### src/rtl/hls_chn_o_pkg.sv
// Shared types and helpers for the multi-channel HLS output-channel wait controller.
package hls_chn_o_pkg;

   typedef enum int {
      MODE_INDEP    = 0,
      MODE_LOCKSTEP = 1
   } lockstep_mode_e;

   // Width needed to count 0..depth entries.
   function automatic int lw_of(input int depth);
      return $clog2(depth + 1);
   endfunction

   function automatic int chn_lsb(input int chn, input int dw);
      return chn * dw;
   endfunction

endpackage

### src/rtl/hls_chn_o_fifo.sv
// Per-channel circular output FIFO; head is zero while empty, no push-to-head bypass.
module hls_chn_o_fifo
   import hls_chn_o_pkg::*;
#(
   parameter int DW    = 17,
   parameter int DEPTH = 2,
   parameter int LW    = lw_of(DEPTH)
) (
   input  logic          clk,
   input  logic          rst,
   input  logic          push,
   input  logic          pop,
   input  logic [DW-1:0] push_dat,
   output logic          full,
   output logic          empty,
   output logic [LW-1:0] lvl,
   output logic [DW-1:0] head
);

   localparam int PW = (DEPTH > 1) ? $clog2(DEPTH) : 1;

   logic [DW-1:0] mem [DEPTH];
   logic [PW-1:0] wr_ptr;
   logic [PW-1:0] rd_ptr;

   function automatic logic [PW-1:0] nxt(input logic [PW-1:0] p);
      return (p == PW'(DEPTH - 1)) ? '0 : p + PW'(1);
   endfunction

   always_ff @(posedge clk or posedge rst) begin
      if (rst) begin
         wr_ptr <= '0;
         rd_ptr <= '0;
         lvl    <= '0;
      end else begin
         if (push) wr_ptr <= nxt(wr_ptr);
         if (pop)  rd_ptr <= nxt(rd_ptr);
         if (push && !pop)      lvl <= lvl + LW'(1);
         else if (pop && !push) lvl <= lvl - LW'(1);
      end
   end

   always_ff @(posedge clk) begin
      if (push) mem[wr_ptr] <= push_dat;
   end

   assign full  = (lvl == LW'(DEPTH));
   assign empty = (lvl == '0);
   assign head  = empty ? '0 : mem[rd_ptr];

endmodule

### src/rtl/hls_chn_o_multi_wait_ctrl.sv
// Multi-channel HLS output wait controller: per-channel pending tracking, data hold and FIFO,
// with optional all-or-none acceptance across requesting channels.
module hls_chn_o_multi_wait_ctrl
   import hls_chn_o_pkg::*;
#(
   parameter int NUM_CHN  = 2,
   parameter int DW       = 17,
   parameter int DEPTH    = 2,
   parameter int LOCKSTEP = 0,
   parameter int LW       = lw_of(DEPTH)
) (
   input  logic                  nvdla_core_clk,
   input  logic                  nvdla_core_rst,
   input  logic                  core_wen,
   input  logic                  core_wten,
   input  logic [NUM_CHN-1:0]    chn_iswt0,
   input  logic [NUM_CHN-1:0]    chn_ld_core_psct,
   input  logic [NUM_CHN-1:0]    chn_oswt,
   input  logic [NUM_CHN*DW-1:0] chn_core_dat,
   output logic [NUM_CHN-1:0]    chn_o_pvld,
   input  logic [NUM_CHN-1:0]    chn_o_prdy,
   output logic [NUM_CHN*DW-1:0] chn_o_pd,
   output logic [NUM_CHN-1:0]    chn_ld_core_sct,
   output logic [NUM_CHN-1:0]    chn_biwt,
   output logic [NUM_CHN-1:0]    chn_bdwt,
   output logic [NUM_CHN-1:0]    chn_icwt,
   output logic [NUM_CHN*LW-1:0] chn_lvl,
   output logic [NUM_CHN-1:0]    chn_err,
   output logic                  core_stall
);

   logic [NUM_CHN-1:0] pdswt;
   logic [NUM_CHN-1:0] ogwt;
   logic [NUM_CHN-1:0] pop;
   logic [NUM_CHN-1:0] can_acc;
   logic [NUM_CHN-1:0] full;
   logic [NUM_CHN-1:0] empty;
   logic [NUM_CHN-1:0] acc;
   logic [NUM_CHN-1:0] icwt;
   logic               all_ok;
   logic [DW-1:0]      hold [NUM_CHN];

   assign pdswt   = chn_iswt0 & ~{NUM_CHN{core_wten}};
   assign ogwt    = pdswt | icwt;
   assign pop     = chn_o_pvld & chn_o_prdy;
   assign can_acc = ~full | pop;

   // Lockstep: any requester that cannot complete blocks every requester this cycle.
   always_comb begin
      all_ok = &(~ogwt | can_acc);
      if (LOCKSTEP == int'(MODE_LOCKSTEP)) acc = ogwt & {NUM_CHN{all_ok}};
      else                                 acc = ogwt & can_acc;
   end

   assign chn_biwt        = acc;
   assign chn_ld_core_sct = chn_ld_core_psct & acc;
   assign chn_bdwt        = chn_oswt & {NUM_CHN{core_wen}};
   assign chn_icwt        = icwt;
   assign chn_o_pvld      = ~empty;
   assign core_stall      = |(ogwt & ~acc);

   always_ff @(posedge nvdla_core_clk or posedge nvdla_core_rst) begin
      if (nvdla_core_rst) begin
         icwt    <= '0;
         chn_err <= '0;
         for (int unsigned i = 0; i < NUM_CHN; i++) hold[i] <= '0;
      end else begin
         icwt    <= ogwt & ~acc;
         chn_err <= chn_err | (pdswt & icwt);
         for (int unsigned i = 0; i < NUM_CHN; i++) begin
            if (pdswt[i] && !icwt[i] && !acc[i])
               hold[i] <= chn_core_dat[chn_lsb(int'(i), DW) +: DW];
         end
      end
   end

   for (genvar g = 0; g < NUM_CHN; g++) begin : g_chn
      logic [DW-1:0] push_dat;

      assign push_dat = icwt[g] ? hold[g] : chn_core_dat[chn_lsb(g, DW) +: DW];

      hls_chn_o_fifo #(
         .DW    (DW),
         .DEPTH (DEPTH),
         .LW    (LW)
      ) u_fifo (
         .clk      (nvdla_core_clk),
         .rst      (nvdla_core_rst),
         .push     (acc[g]),
         .pop      (pop[g]),
         .push_dat (push_dat),
         .full     (full[g]),
         .empty    (empty[g]),
         .lvl      (chn_lvl[g*LW +: LW]),
         .head     (chn_o_pd[g*DW +: DW])
      );
   end

endmodule

### config.mk
export PLATFORM = sky130hd
export DESIGN_NAME = hls_chn_o_multi_wait_ctrl
export DESIGN_NICKNAME = d
export VERILOG_FILES = /design/src/rtl/hls_chn_o_pkg.sv /design/src/rtl/hls_chn_o_fifo.sv /design/src/rtl/hls_chn_o_multi_wait_ctrl.sv
export SDC_FILE = /design/constraint.sdc
export NUM_CORES = 1
export LEC_CHECK = 0
export ABC_AREA = 1
export CAP_MARGIN = 20
export CELL_PAD_IN_SITES_DETAIL_PLACEMENT = 0
export CELL_PAD_IN_SITES_GLOBAL_PLACEMENT = 2
export CORE_MARGIN = 1.5
export CORE_UTILIZATION = 35
export CTS_BUF_LIST = sky130_fd_sc_hd__clkbuf_4 sky130_fd_sc_hd__clkbuf_8
export CTS_CLUSTER_DIAMETER = 80
export CTS_CLUSTER_SIZE = 24
export DETAILED_ROUTE_END_ITERATION = 8
export HOLD_SLACK_MARGIN = 0.03
export PLACE_DENSITY = 0.95
export SLEW_MARGIN = 20
export SYNTH_ARGS = -nofsm -noshare
export SYNTH_HDL_FRONTEND = slang
export SYNTH_SLANG_ARGS = --single-unit
### constraint.sdc
create_clock -name nvdla_core_clk -period 5.65 [get_ports nvdla_core_clk]
set_input_delay 1.13 -clock nvdla_core_clk [delete_from_list [all_inputs] [get_ports nvdla_core_clk]]
set_output_delay 1.13 -clock nvdla_core_clk [all_outputs]
set_load 0.01 [all_outputs]
==> results.sh <==
export IMPL_period_needed_ns=3.91
export IMPL_synth_seq_cells=114
export IMPL_synth_cells=527
export IMPL_worst_pin_slew_ns=0.863
export IMPL_synth_area_per_cell_um2=9.53
export IMPL_grtUsageTotal=0.158
export IMPL_ant_nets=0
export IMPL_vdd_drop_max_mv=0.236
export IMPL_startpoint="chn_o_prdy[0]"
export IMPL_cts_resized=0
export IMPL_cts_buffers=17
export IMPL_timing_rr_start="chn_icwt[1]"
export IMPL_period_share=0.693
export IMPL_power_density_nw_per_um2=483
export IMPL_die_area_um2=15100
export IMPL_synth_edf_count=68
export IMPL_synthFlopType="edfxtp_1"
export IMPL_hpwl_um=7520
export IMPL_whs_path_depth=2
export IMPL_grt_max_degree=47
export IMPL_fin_nets=670
export IMPL_syn2layout_area_growth_pct=29.7
export IMPL_fmax_ghz=0.256
export IMPL_critPathLaunchType="input pin"
export IMPL_synth_top_area_frac=0.406
export IMPL_place_congestion=0.716
export IMPL_pin_count=97
export IMPL_regArea_um2=3190
export IMPL_cts_hold_buf=0
export IMPL_worst_path_max_fanout=19
export IMPL_end_kind="primary output"
export IMPL_status="completed"
export IMPL_synthMostInstantiatedCell="nand2_1"
export IMPL_h_tree_depth=4
export IMPL_antenna_found_initial=0
export IMPL_dpl_worst_slack_ns=1.74
export IMPL_nFillCells=1303
export IMPL_hold_path_end="hold[28]"
export IMPL_reg2reg_to="g_chn[1].u_fifo.mem[0][11]"
export IMPL_drcViolationCount=0
export IMPL_multiInputGateArea_um2=1570
export IMPL_wl_per_cell_um=13.7
export IMPL_vias=3739
export IMPL_slew_headroom=0.424
export IMPL_critical_path_required_ns=4.52
export IMPL_placed_area_um2=6070
export IMPL_ctsLongestPathBuffers=2
export IMPL_finalSetupTns_ns=0
export IMPL_rsz0062_at_grt="no"
export IMPL_p_total_mw=3.15
export IMPL_clk_latency_ns=0.42
export IMPL_start_util=0.361
export IMPL_post_route_worst_setup_slack_ns=1.74
export IMPL_drive_above_1_share=0.0756
export IMPL_port_buffer_count=96
export IMPL_r2r_cells=4
export IMPL_cts_sinks=114
export IMPL_yosys_warnings=0
export IMPL_drv_cap=0
export IMPL_dr_pass1_iters=4
export IMPL_yosys_area_top_type="edfxtp_1"
export IMPL_stdcell_area_um2=6520
export IMPL_critical_path_class="in -> out"
export IMPL_setup_violations=0
export IMPL_post_synth_num_cell_types=22
export IMPL_synth_fp_nets=575
export IMPL_r2r_slack_ns=3.11
export IMPL_coreArea_um2=13900
export IMPL_postCtsSetupBuffers=0
export IMPL_synth_commonest_cells="nand2_1, edfxtp_1, dfrtp_1"
export IMPL_antennaDiodeCount=0
export IMPL_grt_pass1_wl_um=18100
export IMPL_hp_start="hold[28]"
export IMPL_stdcell_count=815
export IMPL_hold_viol=0
export IMPL_die_y_um=123
export IMPL_hold_class="reg -> reg"
export IMPL_final_util=0.468
export IMPL_report_final_slew_viol_count=0
export IMPL_grt_pass1_vias=3698
export IMPL_post_place_cells=783
export IMPL_routed_wl_um=11200
export IMPL_synth_area_leaders="edfxtp_1, dfrtp_1, nand2_1"
export IMPL_grt_ovfl_total=0
export IMPL_seq_area_frac_synth=0.635
export IMPL_cp_arrival_ns=2.78
export IMPL_hold_ws_ns=0.472
export IMPL_worst_clock_skew_ns=0.00859
export IMPL_p_leak_nw=2.90
export IMPL_drt_iter0_markers=245
export IMPL_cts_tree="built"
export IMPL_num_rows=43
export IMPL_die_w_um=123
export IMPL_root_buffer="clkbuf_8"
export IMPL_path_clk_slew_ns=0.07
export IMPL_synthArstFlopShare=0.404
export IMPL_routed_via_density=4.59
export IMPL_syn_area_um2=5020
==> state kept, by name, indices dropped and copies added (netlist names) <==
signal	flops
chn_icwt	2
hold	34
chn_err	2
g_chn.u_fifo.mem	68
g_chn.u_fifo.lvl	4
g_chn.u_fifo.wr_ptr	2
g_chn.u_fifo.rd_ptr	2
==> critical path, cell delays in order <==
cell	delay, ns
clkdlybuf4s50_1	0.54
nor2_8	0.35
nand2_1	0.12
o21ai_0	0.09
clkdlybuf4s50_1	0.56
==> worst max path at each step <==
stage | endpoint | slack, ns | cells after the start
after floorplan | core_stall | 2.82 | 5
after global placement | core_stall | 1.73 | 5
after detailed placement | core_stall | 1.74 | 5
after CTS | core_stall | 1.74 | 5
after global routing | core_stall | 1.61 | 5
final | core_stall | 1.74 | 5
==> routing by layer <==
| layer | global-route usage | vias up | routed length, um |
|---|---|---|---|
| li1 | - | 1897 | - |
| met1 | 0.196 | 1725 | 5050 |
| met2 | 0.264 | 109 | 5390 |
| met3 | 0.0432 | 8 | 662 |
| met4 | 0.0610 | 0 | 90 |
| met5 | 0 | - | 0 |
==> cells in the final DEF, fill, tap and decap left out <==
cell type / netlist / layout
clkdlybuf4s50_1: 0 / 96
nor2_8: 2 / 2
buf_4: 8 / 2
nand4_1: 2 / 2
nand2_4: 2 / 2
clkinv_1: 2 / 3
edfxtp_1: 68 / 68
ha_1: 2 / 2
xnor2_1: 2 / 2
clkinv_2: 0 / 3
nand2_1: 265 / 265
nor2_1: 7 / 7
o21ai_0: 1 / 1
nand3_1: 38 / 38
nor2_4: 2 / 2
inv_1: 20 / 19
clkinvlp_4: 0 / 3
inv_2: 6 / 6
bufinv_16: 0 / 4
clkbuf_4: 0 / 2
nand2_2: 2 / 2
dfrtp_1: 46 / 46
xor2_1: 2 / 2
clkbuf_8: 0 / 20
o21bai_1: 2 / 2
a21oi_1: 34 / 34
==> logic make-up (layout without fill, tap and decap cells) <==
logic type | Yosys count | after routing | share of synthesized area
DFF | 114 | 114 | 0.635
and+or+nand+nor | 320 | 320 | 0.263
xor gates and xnor gates | 4 | 4 | 0.00697
adders and majority gates | 2 | 2 | 0.00498
buffers and inverters | 50 | 158 | 0.0518
AOI/OAI and AO/OA | 37 | 37 | 0.0378
==> report_power, final <==
| group | switching (mW) | internal (mW) |
|---|---|---|
| Sequential | 0.141 | 1.11 |
| Combinational | 0.571 | 0.489 |
| Clock | 0.314 | 0.523 |
==> final cells by class <==
class,count,area share
clock inverter,10,0.0240
tap,180,0.0345
timing repair buffer,98,0.150
sequential,114,0.490
clock buffer,22,0.0445
multi-input combinational,363,0.241
inverter,28,0.0163
(Power assumes the default switching activity.)
